$ cat src/rtl/memory_responder_if.sv
// Request/response bundle between the RISC-SPM controller side and the memory responder.
// The err wire exists only when BOUNDS_CHECK_EN is defined.
interface memory_responder_if #(
    parameter int ws = 8
);
    logic [ws-1:0] address;
    logic [ws-1:0] data_in;
    logic          req;
    logic          wr;
    logic [ws-1:0] data_out;
    logic          ack;
    logic          busy;
`ifdef BOUNDS_CHECK_EN
    logic          err;

    modport master (
        output address, data_in, req, wr,
        input  data_out, ack, busy, err
    );

    modport slave (
        input  address, data_in, req, wr,
        output data_out, ack, busy, err
    );
`else
    modport master (
        output address, data_in, req, wr,
        input  data_out, ack, busy
    );

    modport slave (
        input  address, data_in, req, wr,
        output data_out, ack, busy
    );
`endif
endinterface

$ cat src/rtl/memory_responder.sv
// Word-wide RAM responder with WAIT_STATES extra cycles and a req/ack handshake.
// Define BOUNDS_CHECK_EN to flag (and suppress) accesses at addresses >= MEM_DEPTH via err.
module memory_responder #(
    parameter int ws          = 8,
    parameter int MEM_DEPTH   = 256,
    parameter int WAIT_STATES = 2
) (
    input  logic              clk,
    input  logic              rst,
    memory_responder_if.slave bus
);
    localparam int AW = (MEM_DEPTH > 1) ? $clog2(MEM_DEPTH) : 1;
    localparam logic [3:0] CNT_INIT = (WAIT_STATES > 0) ? 4'(WAIT_STATES - 1) : 4'd0;

    typedef enum logic [1:0] {
        IDLE = 2'd0,
        WAIT = 2'd1,
        RESP = 2'd2
    } state_t;

    state_t        state;
    logic [3:0]    cnt;
    logic          ack_r;
    logic          busy_r;
    logic [ws-1:0] data_out_r;

    logic [ws-1:0] mem [MEM_DEPTH];

    logic [AW-1:0] addr_p1;
    logic          wr_p1;
    logic [ws-1:0] data_p1;
    logic          oor_p1;

    logic          oor_in;
    logic          accept;
    logic          go_resp;
    logic          cur_wr;
    logic          cur_oor;
    logic [AW-1:0] cur_idx;
    logic          mem_we;

    // Out-of-range reads return zero instead of the aliased word.
    function automatic logic [ws-1:0] read_word(input logic oor, input logic [ws-1:0] word);
        return oor ? '0 : word;
    endfunction

`ifdef BOUNDS_CHECK_EN
    logic err_r;

    generate
        if (AW < ws) begin : g_hi_bits
            assign oor_in = |bus.address[ws-1:AW];
        end else begin : g_no_hi_bits
            assign oor_in = 1'b0;
        end
    endgenerate

    assign bus.err = err_r;
`else
    // Upper address bits are intentionally ignored: addresses wrap modulo MEM_DEPTH.
    logic unused_addr;
    assign unused_addr = ^bus.address;
    assign oor_in      = 1'b0;
`endif

    assign accept  = (state == IDLE) && bus.req;
    assign go_resp = (accept && (WAIT_STATES == 0)) || ((state == WAIT) && (cnt == 4'd0));

    // With zero wait states the response is formed on the accept edge, so the live inputs are used.
    assign cur_wr  = (state == IDLE) ? bus.wr                 : wr_p1;
    assign cur_oor = (state == IDLE) ? oor_in                 : oor_p1;
    assign cur_idx = (state == IDLE) ? bus.address[AW-1:0]    : addr_p1;

    // A reset edge during RESP aborts the transfer, so the write is gated by rst too.
    assign mem_we  = (state == RESP) && wr_p1 && !oor_p1 && !rst;

    // ---- accept stage: latch request copies (data, no reset) ----
    always_ff @(posedge clk) begin
        if (accept) begin
            addr_p1 <= bus.address[AW-1:0];
            wr_p1   <= bus.wr;
            data_p1 <= bus.data_in;
            oor_p1  <= oor_in;
        end
    end

    // ---- response stage: memory commit at the end of RESP ----
    always_ff @(posedge clk) begin
        if (mem_we) begin
            mem[addr_p1] <= data_p1;
        end
    end

    // ---- control FSM with registered outputs ----
    always_ff @(posedge clk) begin
        if (rst) begin
            state      <= IDLE;
            cnt        <= 4'd0;
            ack_r      <= 1'b0;
            busy_r     <= 1'b0;
            data_out_r <= '0;
`ifdef BOUNDS_CHECK_EN
            err_r      <= 1'b0;
`endif
        end else begin
            ack_r <= go_resp;
`ifdef BOUNDS_CHECK_EN
            err_r <= go_resp && cur_oor;
`endif
            if (go_resp && !cur_wr) begin
                data_out_r <= read_word(cur_oor, mem[cur_idx]);
            end

            unique case (state)
                IDLE: begin
                    if (bus.req) begin
                        busy_r <= 1'b1;
                        cnt    <= CNT_INIT;
                        state  <= (WAIT_STATES == 0) ? RESP : WAIT;
                    end
                end
                WAIT: begin
                    if (cnt == 4'd0) begin
                        state <= RESP;
                    end else begin
                        cnt <= cnt - 4'd1;
                    end
                end
                RESP: begin
                    busy_r <= 1'b0;
                    state  <= IDLE;
                end
                default: begin
                    busy_r <= 1'b0;
                    state  <= IDLE;
                end
            endcase
        end
    end

    assign bus.data_out = data_out_r;
    assign bus.ack      = ack_r;
    assign bus.busy     = busy_r;

endmodule

$ cat src/flat_wrapper.sv
// flat-port wrapper written by rule: the top's interface ports become plain ports
module memory_responder_flat 
#(
    parameter int ws          = 8,
    parameter int MEM_DEPTH   = 256,
    parameter int WAIT_STATES = 2
)
  (clk, rst, bus_address, bus_data_in, bus_req, bus_wr, bus_data_out, bus_ack, bus_busy);
  memory_responder_if #(.ws(ws)) bus_i ();
  input  logic clk;
  input  logic rst;
  input wire logic [$bits(bus_i.address)-1:0] bus_address;
  input wire logic [$bits(bus_i.data_in)-1:0] bus_data_in;
  input wire logic [$bits(bus_i.req)-1:0] bus_req;
  input wire logic [$bits(bus_i.wr)-1:0] bus_wr;
  output wire logic [$bits(bus_i.data_out)-1:0] bus_data_out;
  output wire logic [$bits(bus_i.ack)-1:0] bus_ack;
  output wire logic [$bits(bus_i.busy)-1:0] bus_busy;
  assign bus_i.address = bus_address;
  assign bus_i.data_in = bus_data_in;
  assign bus_i.req = bus_req;
  assign bus_i.wr = bus_wr;
  assign bus_data_out = bus_i.data_out;
  assign bus_ack = bus_i.ack;
  assign bus_busy = bus_i.busy;
  memory_responder #(.ws(ws), .MEM_DEPTH(MEM_DEPTH), .WAIT_STATES(WAIT_STATES)) u_core (.clk(clk), .rst(rst), .bus(bus_i));
endmodule
$ cat config.mk
export PLATFORM = sky130hd
export DESIGN_NAME = memory_responder_flat
export DESIGN_NICKNAME = d
export VERILOG_FILES = /design/src/rtl/memory_responder_if.sv /design/src/rtl/memory_responder.sv /design/src/flat_wrapper.sv
export SDC_FILE = /design/constraint.sdc
export NUM_CORES = 2
export LEC_CHECK = 0
export ABC_AREA = 1
export CELL_PAD_IN_SITES_DETAIL_PLACEMENT = 0
export CELL_PAD_IN_SITES_GLOBAL_PLACEMENT = 2
export CORE_MARGIN = 4
export CORE_UTILIZATION = 43
export DETAILED_ROUTE_END_ITERATION = 16
export PLACE_DENSITY = 0.83
export SETUP_SLACK_MARGIN = 0.15
export SLEW_MARGIN = 40
export SYNTH_ARGS = -nofsm -noshare
export SYNTH_HDL_FRONTEND = slang
export SYNTH_SLANG_ARGS = --single-unit
$ cat constraint.sdc
create_clock -name clk -period 5.15 [get_ports clk]
set_input_delay 1.545 -clock clk [delete_from_list [all_inputs] [get_ports clk]]
set_output_delay 1.545 -clock clk [all_outputs]
set_load 0.01 [all_outputs]
==> run summary <==
Syn Area/Cell: 10.4 um^2
Sw Ratio: 0.279
crit end category: flop
number of max-cap violations: 0
Hold Crit Class: reg -> reg
cell area after synthesis: 89,800 um^2
row count: 167
die area: 216,000 um^2
r2r worst-path depth: 17
Crit path arrival time: 4.87 ns
PortBufs: 29
Boundary Pins: 30
layout filler cell count: 18,900
crit path max fanout: 42
switching power: 11.3 mW
chip height: 465 um
largest net degree at the start of global routing: 151
yosys warns: 0
ys async rst share: 0
Routed Antenna Nets: 0
Nets: 8,622
Main synth FF type: edfxtp_1
Hold Path Cell Cnt: 2
clk_skew: 0.0698 ns
cell-internal power: 29.1 mW
Num CTS Buffers: 219
drt wl/cell: 22.5 um
Area growth, synth to finish: 13.1%
Max Clk Rate: 243 MHz
Leak: 40.4 nW
TritonCTS clock tree: done
Comb pwr share: 0.158
CTS Sinks: 2,081
Flop pwr share: 0.465
post-CTS setup buffers: 0
Initial Util: 0.433
Non-Filler Instances: 11,600
relative slew slack: 0.410
RSZ-0062 raised after global routing: false
DPL Wire Length: 149,000 um
Max Slew Vio Count: 0
cts repair resizes: 0
gpl congestion: 0.832
CP Depth: 17
clk buf depth: 3
Clock Tree Root: clkbuf_16
clk slew on worst S/H paths: 0.06 ns
Remaining Overflow, GRT: 0
post-layout util: 0.490
kind of cell adding the most delay to the critical path: simple AND/OR/NAND/NOR gates
post-synthesis cell count: 8,591
Buf/Inv on CP: 5
global-route wire length before repair: 383,000 um
Peak VDD IR: 0.355 mV
vias in the first global route: 57,800
Clk network pwr share: 0.377
Final period util: 0.798
worst hold slack: 0.473 ns
core footprint: 207,000 um^2
share of cells above drive strength 1: 0.0706
GR met2 Demand/Resource: 0.388
gr usage total: 0.237
synth unique cells: 25
CP dominant cell by count: nand3_1
Final Setup Violations: 0
post-cts hold buffer count: 0
vias: 59,900
dpl cells: 11,200
htree depth: 4
crit path cell chain: clkdlybuf4s50_1, inv_1, nand2_4, nand2_8, buf_4, buf_4, nand2_1, nand3_1, nand3_1, nand3_1, nand3_1, nand3_1, nand3_1, nand3_1, nand3_1, nand2_1, inv_1
WP data required: 5.91 ns
status: finished, final reports clean
WL final: 260,000 um
Worst-Skew Late Latency: 0.88 ns
Initial DRT Pass Iterations: 6
initial DRC count: 5,657
Post-Route Setup TNS: 0 ns
initial antenna violation count: 0
most used routing layer: met2
startpoint types: primary input
die width: 465 um
met1 GRT Util: 0.327
DRC Markers: 0
number of synthesized register bits: 2,081
Setup CP Type: in -> reg
actual slew at the worst max-slew pin: 0.882 ns
grt met3 use: 0.0373
worst slack at placement: 0.148 ns
Critical Path Slowest Stage Cell: clkdlybuf4s50_1
Seq/Total Area, Yosys: 0.694
EDFF count, synth: 2,065
worst setup margin: 1.04 ns
routed vias/inst: 5.17
Final Hold Fails: 0
PwrDens: 398 nW/um^2
post-layout minimum cycle time: 4.11 ns
CP max stage delay: 0.51 ns
post-synth net total: 8,613
## cells in the mapped netlist (7+ instances only)
master    instances  area (um^2)
dfxtp_1          16          320
buf_2           209         1050
buf_4            64          480
o21ai_0         196          981
nand3_1        1616         8090
o21ai_1          41          205
inv_1          1292         4850
nor3_1            7         35.0
clkbuf_1        148          556
buf_6            10          113
buf_1            53          199
nor2_1          286         1070
nand2_1        2561         9610
edfxtp_1       2065        62000
## cell families after synthesis
| kind of cell | Yosys count | synth area share |
|---|---|---|
| DFF | 2081 | 0.694 |
| and+or+nand+nor | 4482 | 0.211 |
| AOI/OAI and AO/OA | 248 | 0.0140 |
| adders and majority gates | 2 | 0.000279 |
| buffers and inverters | 1778 | 0.0808 |
## placed cells by master (no fill, tap or decap), types with 3 or more instances in the layout
cell / netlist / final
clkbuf_16: 0 / 219
clkinv_2: 0 / 39
o21ai_4: 0 / 6
clkbuf_1: 148 / 63
clkinv_1: 0 / 58
nor2_2: 0 / 39
clkinv_8: 0 / 7
clkinv_4: 0 / 3
clkinv_16: 0 / 5
nand2_1: 2561 / 2534
buf_16: 0 / 4
dfxtp_1: 16 / 16
inv_1: 1292 / 1290
nor4_1: 3 / 3
buf_4: 64 / 132
o21ai_0: 196 / 194
nand2_4: 1 / 3
clkdlybuf4s50_1: 0 / 29
nor3_1: 7 / 7
o21ai_1: 41 / 38
nand3_1: 1616 / 1616
a21oi_1: 6 / 6
clkbuf_8: 0 / 4
buf_12: 0 / 105
nand2_2: 5 / 28
nor2_1: 286 / 247
bufinv_16: 0 / 13
edfxtp_1: 2065 / 2065
o211ai_1: 3 / 3
inv_6: 0 / 3
## registers in the layout, indices dropped and copies added (netlist names)
signal               cells
u_core.bus.data_out      8
u_core.state             2
u_core.addr_p1           8
u_core.mem            2048
u_core.wr_p1             1
u_core.bus.busy          1
u_core.cnt               4
u_core.data_p1           8
u_core.bus.ack           1
## final timing paths
path                           startpoint                             endpoint  slack [ns]
min reg2reg  u_core.bus.busy$_SDFFE_PP0P_         u_core.bus.busy$_SDFFE_PP0P_        0.47
max                        bus_address[0]  u_core.bus.data_out[7]$_SDFFE_PP0P_        1.04
max reg2reg  u_core.state[1]$_SDFFE_PP0P_  u_core.bus.data_out[7]$_SDFFE_PP0P_        1.24
min          u_core.bus.busy$_SDFFE_PP0P_         u_core.bus.busy$_SDFFE_PP0P_        0.47
## power groups by stage
stage	combinational [mW]	clock, mW	sequential (mW)
2_1_floorplan	3.49	0	19.4
3_3_place_gp	6.32	0	19.2
3_5_place_dp	6.35	0	19.2
4_1_cts	6.36	15.5	18.8
5_1_grt	6.89	16.2	18.8
6_report	6.37	15.2	18.8
## final cells by class
class	instances	area (um^2)	share of cell area
Antenna cell	2	5.00	0.0000493
Clock buffer	286	5770	0.0568
Clock inverter	128	1120	0.0110
Inverter	1294	4870	0.0479
Multi-Input combinational cell	4732	20400	0.201
Sequential cell	2081	62300	0.614
Tap cell	2788	3490	0.0344
Timing Repair Buffer	272	3520	0.0346
## stage by stage
step	area [um^2]	power, mW
4_1_cts	101000	40.6
2_1_floorplan	89800	22.9
5_1_grt	102000	41.9
6_report	102000	40.4
3_3_place_gp	94400	25.5
3_5_place_dp	94500	25.5
## worst min-delay path, cell delays in order, from the launching register on
cell     delay, ns
dfxtp_1       0.32
nand2_1       0.06
a21oi_1       0.05
## per-layer routing
metal  vias up  wire [um]  share of wire
li1      28300          -              -
met1     29300     113000           0.43
met2      1852     122000           0.47
met3       372      16800          0.065
met4         0       8010          0.031
met5         -          0              0
Note: power is estimated with default switching activity, not from simulation.
